==> src/rtl/cursor_blink.sv <==
// Text-cursor blink controller: turns the prescaler's slow square wave into
// single-cycle ticks and drives a blink / hold-solid cursor FSM from them.
module cursor_blink #(
  parameter int unsigned ON_TICKS   = 2,
  parameter int unsigned OFF_TICKS  = 2,
  parameter int unsigned HOLD_TICKS = 4,
  parameter int unsigned CW         = 4
) (
  input  logic       clk_in,
  input  logic       rstn,
  input  logic       en,
  input  logic       presc_in,
  input  logic       activity,
  output logic       tick,
  output logic       cursor_on,
  output logic [1:0] state
);

  localparam logic [1:0] S_IDLE = 2'b00;
  localparam logic [1:0] S_ON   = 2'b01;
  localparam logic [1:0] S_OFF  = 2'b10;
  localparam logic [1:0] S_HOLD = 2'b11;

  localparam logic [CW-1:0] ON_LAST   = CW'(ON_TICKS - 1);
  localparam logic [CW-1:0] OFF_LAST  = CW'(OFF_TICKS - 1);
  localparam logic [CW-1:0] HOLD_LAST = CW'(HOLD_TICKS - 1);

  logic          presc_q;
  logic          step_c;
  logic [CW-1:0] cnt;
  logic [CW-1:0] cnt_next;
  logic [1:0]    state_next;

  // presc_q resets high so a prescaler already high at reset release is not an edge
  assign step_c = en & presc_in & ~presc_q;

  // State, counter and registered outputs
  always_ff @(posedge clk_in or negedge rstn) begin
    if (!rstn) begin
      presc_q   <= 1'b1;
      cnt       <= '0;
      state     <= S_IDLE;
      tick      <= 1'b0;
      cursor_on <= 1'b0;
    end else begin
      presc_q   <= presc_in;
      cnt       <= cnt_next;
      state     <= state_next;
      tick      <= step_c;
      cursor_on <= (state_next == S_ON) || (state_next == S_HOLD);
    end
  end

  // Next-state: en=0 parks, activity forces hold (same-cycle step dropped), else tick-driven
  always_comb begin
    state_next = state;
    cnt_next   = cnt;
    if (!en) begin
      state_next = S_IDLE;
      cnt_next   = '0;
    end else if (activity) begin
      state_next = S_HOLD;
      cnt_next   = '0;
    end else begin
      case (state)
        S_IDLE: begin
          state_next = S_ON;
          cnt_next   = '0;
        end
        S_ON: begin
          if (step_c) begin
            if (cnt == ON_LAST) begin
              state_next = S_OFF;
              cnt_next   = '0;
            end else begin
              cnt_next = cnt + CW'(1);
            end
          end
        end
        S_OFF: begin
          if (step_c) begin
            if (cnt == OFF_LAST) begin
              state_next = S_ON;
              cnt_next   = '0;
            end else begin
              cnt_next = cnt + CW'(1);
            end
          end
        end
        default: begin
          if (step_c) begin
            if (cnt == HOLD_LAST) begin
              state_next = S_ON;
              cnt_next   = '0;
            end else begin
              cnt_next = cnt + CW'(1);
            end
          end
        end
      endcase
    end
  end

endmodule

==> config.mk <==
export PLATFORM = sky130hd
export DESIGN_NAME = cursor_blink
export DESIGN_NICKNAME = d
export VERILOG_FILES = /design/src/rtl/cursor_blink.sv
export SDC_FILE = /design/constraint.sdc
export NUM_CORES = 1
export LEC_CHECK = 0
export BUFFER_PORTS_ARGS = -buffer_cell sky130_fd_sc_hd__buf_2
export CAP_MARGIN = 30
export CORE_UTILIZATION = 25
export DETAILED_ROUTE_END_ITERATION = 16
export PLACE_DENSITY = 0.49
export SETUP_SLACK_MARGIN = 0.5
export SLEW_MARGIN = 25
export SYNTH_ARGS = -nofsm -noshare
export SYNTH_HDL_FRONTEND = slang
export SYNTH_SLANG_ARGS = --single-unit
==> constraint.sdc <==
create_clock -name clk_in -period 3.5 [get_ports clk_in]
set_clock_uncertainty 0.15 [all_clocks]
set_input_delay 0.7 -clock clk_in [delete_from_list [all_inputs] [get_ports clk_in]]
set_output_delay 0.7 -clock clk_in [all_outputs]
set_load 0.01 [all_outputs]
======== After elaboration in Yosys (flattened, before gate mapping) ========
Index checks and enable logic that the tools add are counted.
storage, ports and cells
  register bits after elaboration ......... 9
  latch bits .............................. 0
  memory bits (writable) .................. 0
  memory bits (read-only) ................. 0
  input port bits ......................... 5
  output and inout bits ................... 4
  word-level logic and storage cells ...... 37
  memories ................................ 0
cells by class
  $add $sub $neg .......................... 1
  multiply operators ...................... 0
  div/mod/pow operators ................... 0
  order comparisons ....................... 0
  equal/unequal tests ..................... 8
  shifts and indexed selects .............. 0
  muxes and demuxes ....................... 16
  bitwise logic cells ..................... 3
  reduce and logical (&&, ||, !) cells .... 4
operator list
  kind                 number
  $mux 4               6
  $mux 2               8
  $pmux 4 s2           1
  $pmux 2 s3           1
  $add 4x1->4 const B  1
  $eq 2x1->1 const B   2
  $eq 2x2->1 const B   2
  $eq 4x1->1 const B   1
  $eq 4x2->1 const B   1
  $ne 4x1->1 const B   1
  $ne 4x2->1 const B   1
  $and 1x1->1          2
  $logic_not 2->1      1
  $reduce_and 2->1     1
  $reduce_or 2->1      1
  $logic_or 1x1->1     1
  $not 1->1            1

======== Longest topological paths before layout ========
  depth after elaboration ................. 8
  gate-level depth with buffers ........... 7
  depth with buffers taken out ............ 6

======== Least setup slack after synthesis ========
Ideal clock, no wire load.
  kind .................................... reg-to-reg
  start ................................... register state[0]
  end ..................................... register cnt[2]
  setup time .............................. 0.082 ns
  arrival ................................. 1.688 ns
  required time ........................... 3.268 ns
  slack ................................... 1.579 ns
  stages on the path, launching flop included .. 8
  path buffers ............................ 1
  clock period less this slack ............ 1.921 ns
  cells stage by stage .................... dfrtp_1 inv_1 ha_1 nand2b_1 and3_1 buf_6 or3_1 o22ai_1
between the ends
  longest elaborated chain between the ends .. 5
  elaborated cells on any way between the ends .. 10
  those cells by class .................... 4 x eq/ne; 3 x mux; 3 x reduce/logical
RTL lines
  what                                      RTL line  text
  start: declaration                        16        output logic [1:0] state
  start signal: assignment                  48        state <= state_next;
  $eq 2x2->1 or $eq 2x1->1 (tied branches)  65        case (state)
  $reduce_or 2->1 (no line)                 -
  $pmux 4 s2                                65
  $mux 4                                    61        end else if (activity) begin
  $mux 4                                    58        if (!en) begin
  end signal: assignment                    47        cnt <= cnt_next;
  end: declaration                          30        logic [CW-1:0] cnt;
Several ways; a longest one is shown, not always the timed one.
A chain may end at the register's enable or synchronous reset.

======== Worst setup path after layout ========
  start ................................... register state[1]
  end ..................................... register cnt[2]
The elaborated chain is that of the path after synthesis.

==> impl_metrics.yaml <==
run_status:
  status: "finished, final reports clean"
timing:
  fin_tns_setup_ps: 0
  finalWorstSetupSlack_ps: 1600
  fmax_ghz: 0.526
  slew_headroom_pct: 71.2
  period_share_pct: 54.3
  min_period_ps: 1900
  finalSetupViolations: 0
  rsz0062_at_grt: "no"
  slew_viol_final: 0
  tightest_slew_ps: 427
  final_hold_viol_count: 0
pwr:
  power_frac_comb_pct: 19.4
  clock_power_share_pct: 35.4
  p_int_mw: 0.161
  powerDensity_mw_per_mm2: 363
  p_sw_share_pct: 28.9
  p_leak_nw: 0.281
  ir_worst_vdd_uv: 181
  p_sw_mw: 0.0653
  p_seq_share_pct: 45.2
critical_path:
  critical_path_arrival_ps: 1940
  crit_path_top_delay_cell: "dfrtp_1"
  slowest_delay_ps: 430
  worstSetupPathType: "reg -> reg"
  rrSetupSlack_ps: 1600
  r2r-end: "cnt[2]"
  r2r.worst_path.cells: 6
  start_kind: "flop"
  cp-end-kind: "flop"
  critPathRequiredTime_ps: 3540
  cp_cell_sequence: "inv_1 -> ha_1 -> nand2b_1 -> and3_1 -> or3_1 -> o22ai_1"
  r2r-start: "state[1]"
  cp_max_fo: 8
synthesis:
  syn_avg_cell_area_um2: 9.50
  netlist_area_um2: 542
  yosysWarnings: 0
  syn-num-nets: 68
  synth.yosys.seq_area_share_pct: 37.2
  syn-instance-count: 57
  yosys.cell_types.count: 30
  ys_ff_latch: 8
floorplanning:
  start_util_pct: 27.1
  ioPinCount: 9
  fp.dieW_um: 48.6
  fp-row-count: 16
  core_area_mm2: 0.00200
  fp.dieH_um: 48.6
  die-area_mm2: 0.00236
global_route:
  antenna_found_initial: 0
  grt_most_used_layer: "met2"
  overflow: 0
  use_met2_pct: 16.0
  track_usage_pct: 10.5
  grt_start_max_net_pins: 9
  grt_use_met1_pct: 12.9
  grt_util_met3_pct: 4.72
  grt_pass1_vias: 416
  grt_first_pass_wirelength_um: 1830
cts:
  htree_levels: 1
  clock-sinks: 8
  hold_buffers: 0
  cts_max_path_buffers: 2
  worstSkewPairLatency_ps: 260
  post-cts-setup-buffer-count: 0
  cts_root_buffer: "clkbuf_4"
  clkTransAtPathRegs_ps: 70
  ctsResizeCount: 0
  cts_buffers: 3
  cts_tree: "yes"
run:
  cap_violations: 0
route:
  drt_iter0_markers: 9
  viasPerCell: 4.52
  drt_pass1_iterations: 4
  vias: 425
  routed_wirelength_um: 1060
  wire_per_inst_um: 11.2
  drc: 0
  antenna_left: 0
place:
  pre_cts_ws_ps: 1590
  hpwl_um: 821
  dpl_cell_area_um2: 597
  port_buffers: 8
  gp_congestion: 0.757
final_layout:
  area_delta_synth_final_pct: 15.0
  num_antenna_cells: 0
  fin_area_um2: 623
  layout.nets: 79
  drive_gt1_share_pct: 19.4
min_path:
  min_path_type: "in -> async"
[cell type report]
| type | instances | area [um^2] |
|---|---|---|
| clock buffer | 4 | 26.3 |
| fill | 226 | 1380 |
| inverter | 8 | 30.0 |
| multi-input combinational | 39 | 292 |
| sequential | 8 | 201 |
| tap | 27 | 33.8 |
| timing repair buffer | 8 | 40.0 |
[registers in the layout (all words and copies together) (netlist names)]
signal,cells
cnt,4
state,2
presc_q,1
tick,1
[how the worst max path moves through the flow]
stage | cells after the start | from | end | slack (ps)
finish | 6 | state[1] | cnt[2] | 1600
detailed placement | 5 | en | cnt[2] | 1590
global placement | 5 | en | state[1] | 1520
CTS | 6 | state[0] | cnt[2] | 1610
floorplan | 7 | state[0] | cnt[2] | 1580
global route | 6 | state[0] | cnt[2] | 1500
[routing by layer]
metal / routed length, um / share of wire (%)
met5: 0 / 0
met4: 0 / 0
met3: 42 / 4.0
met2: 486 / 46
met1: 527 / 50
[synth_stat cells, drive strengths merged]
library cell,number,share of area [%]
nand3,1,0.92
nand3b,1,1.4
nor2,2,1.4
o21ai,2,1.8
nor3,1,0.92
a21o,1,1.4
o41ai,1,1.6
nor3b,1,1.4
or3b,1,1.6
o22ai,2,2.3
buf,2,3.5
o21ba,1,1.8
o41a,1,2.1
and3,1,1.2
nor2b,1,1.2
or3,1,1.2
o31ai,2,2.8
or2,1,1.2
a21boi,3,4.2
ha,6,14
o221ai,1,1.6
dfstp,1,4.9
a21oi,1,0.92
nand2,3,2.1
a31oi,2,2.3
inv,8,5.5
nand2b,1,1.2
dfrtp,7,32
nand4b,1,1.6
[kinds of logic after synthesis]
group / synth area share [%]
and+or+nand+nor: 17.1
DFF: 37.2
AOI/OAI and AO/OA: 22.9
buffers and inverters: 9.01
adders and majority gates: 13.9
[critical path, delay by kind of cell, from the launching register on]
family          cells  cell delay [ps]
simple gates        3              710
flops               1              430
fa+ha+maj           1              300
compound gates      1              140
buf+inv             1              110
[stage by stage]
step / cells / utilization, % / hold slack (ps) / power, mW
after floorplan: 57 / - / 254 / 0.136
after global placement: 90 / 29.8 / 393 / 0.148
after detailed placement: 90 / 29.8 / 409 / 0.148
after CTS: 94 / 31.1 / 122 / 0.230
after global routing: 94 / 31.1 / 121 / 0.241
final: 94 / 31.1 / 121 / 0.226
[layout by cell type, fill, tap and decap left out, drive strengths merged]
| master | instances |
|---|---|
| a21boi | 3 |
| a21o | 1 |
| a21oi | 1 |
| a31oi | 2 |
| and3 | 1 |
| buf | 8 |
| clkbuf | 4 |
| dfrtp | 7 |
| dfstp | 1 |
| ha | 6 |
| inv | 8 |
| nand2 | 3 |
| nand2b | 1 |
| nand3 | 1 |
| nand3b | 1 |
| nand4b | 1 |
| nor2 | 2 |
| nor2b | 1 |
| nor3 | 1 |
| nor3b | 1 |
| o21ai | 2 |
| o21ba | 1 |
| o221ai | 1 |
| o22ai | 2 |
| o31ai | 2 |
| o41a | 1 |
| o41ai | 1 |
| or2 | 1 |
| or3 | 1 |
| or3b | 1 |
[power by group through the flow]
stage	Combinational [mW]	Clock, mW	Sequential [mW]
after CTS	0.0441	0.0841	0.102
final	0.0437	0.0800	0.102
after global placement	0.0440	0	0.104
after floorplan	0.0314	0	0.104
after detailed placement	0.0438	0	0.104
after global routing	0.0492	0.0887	0.103
Power figures use the tool's default switching activity.
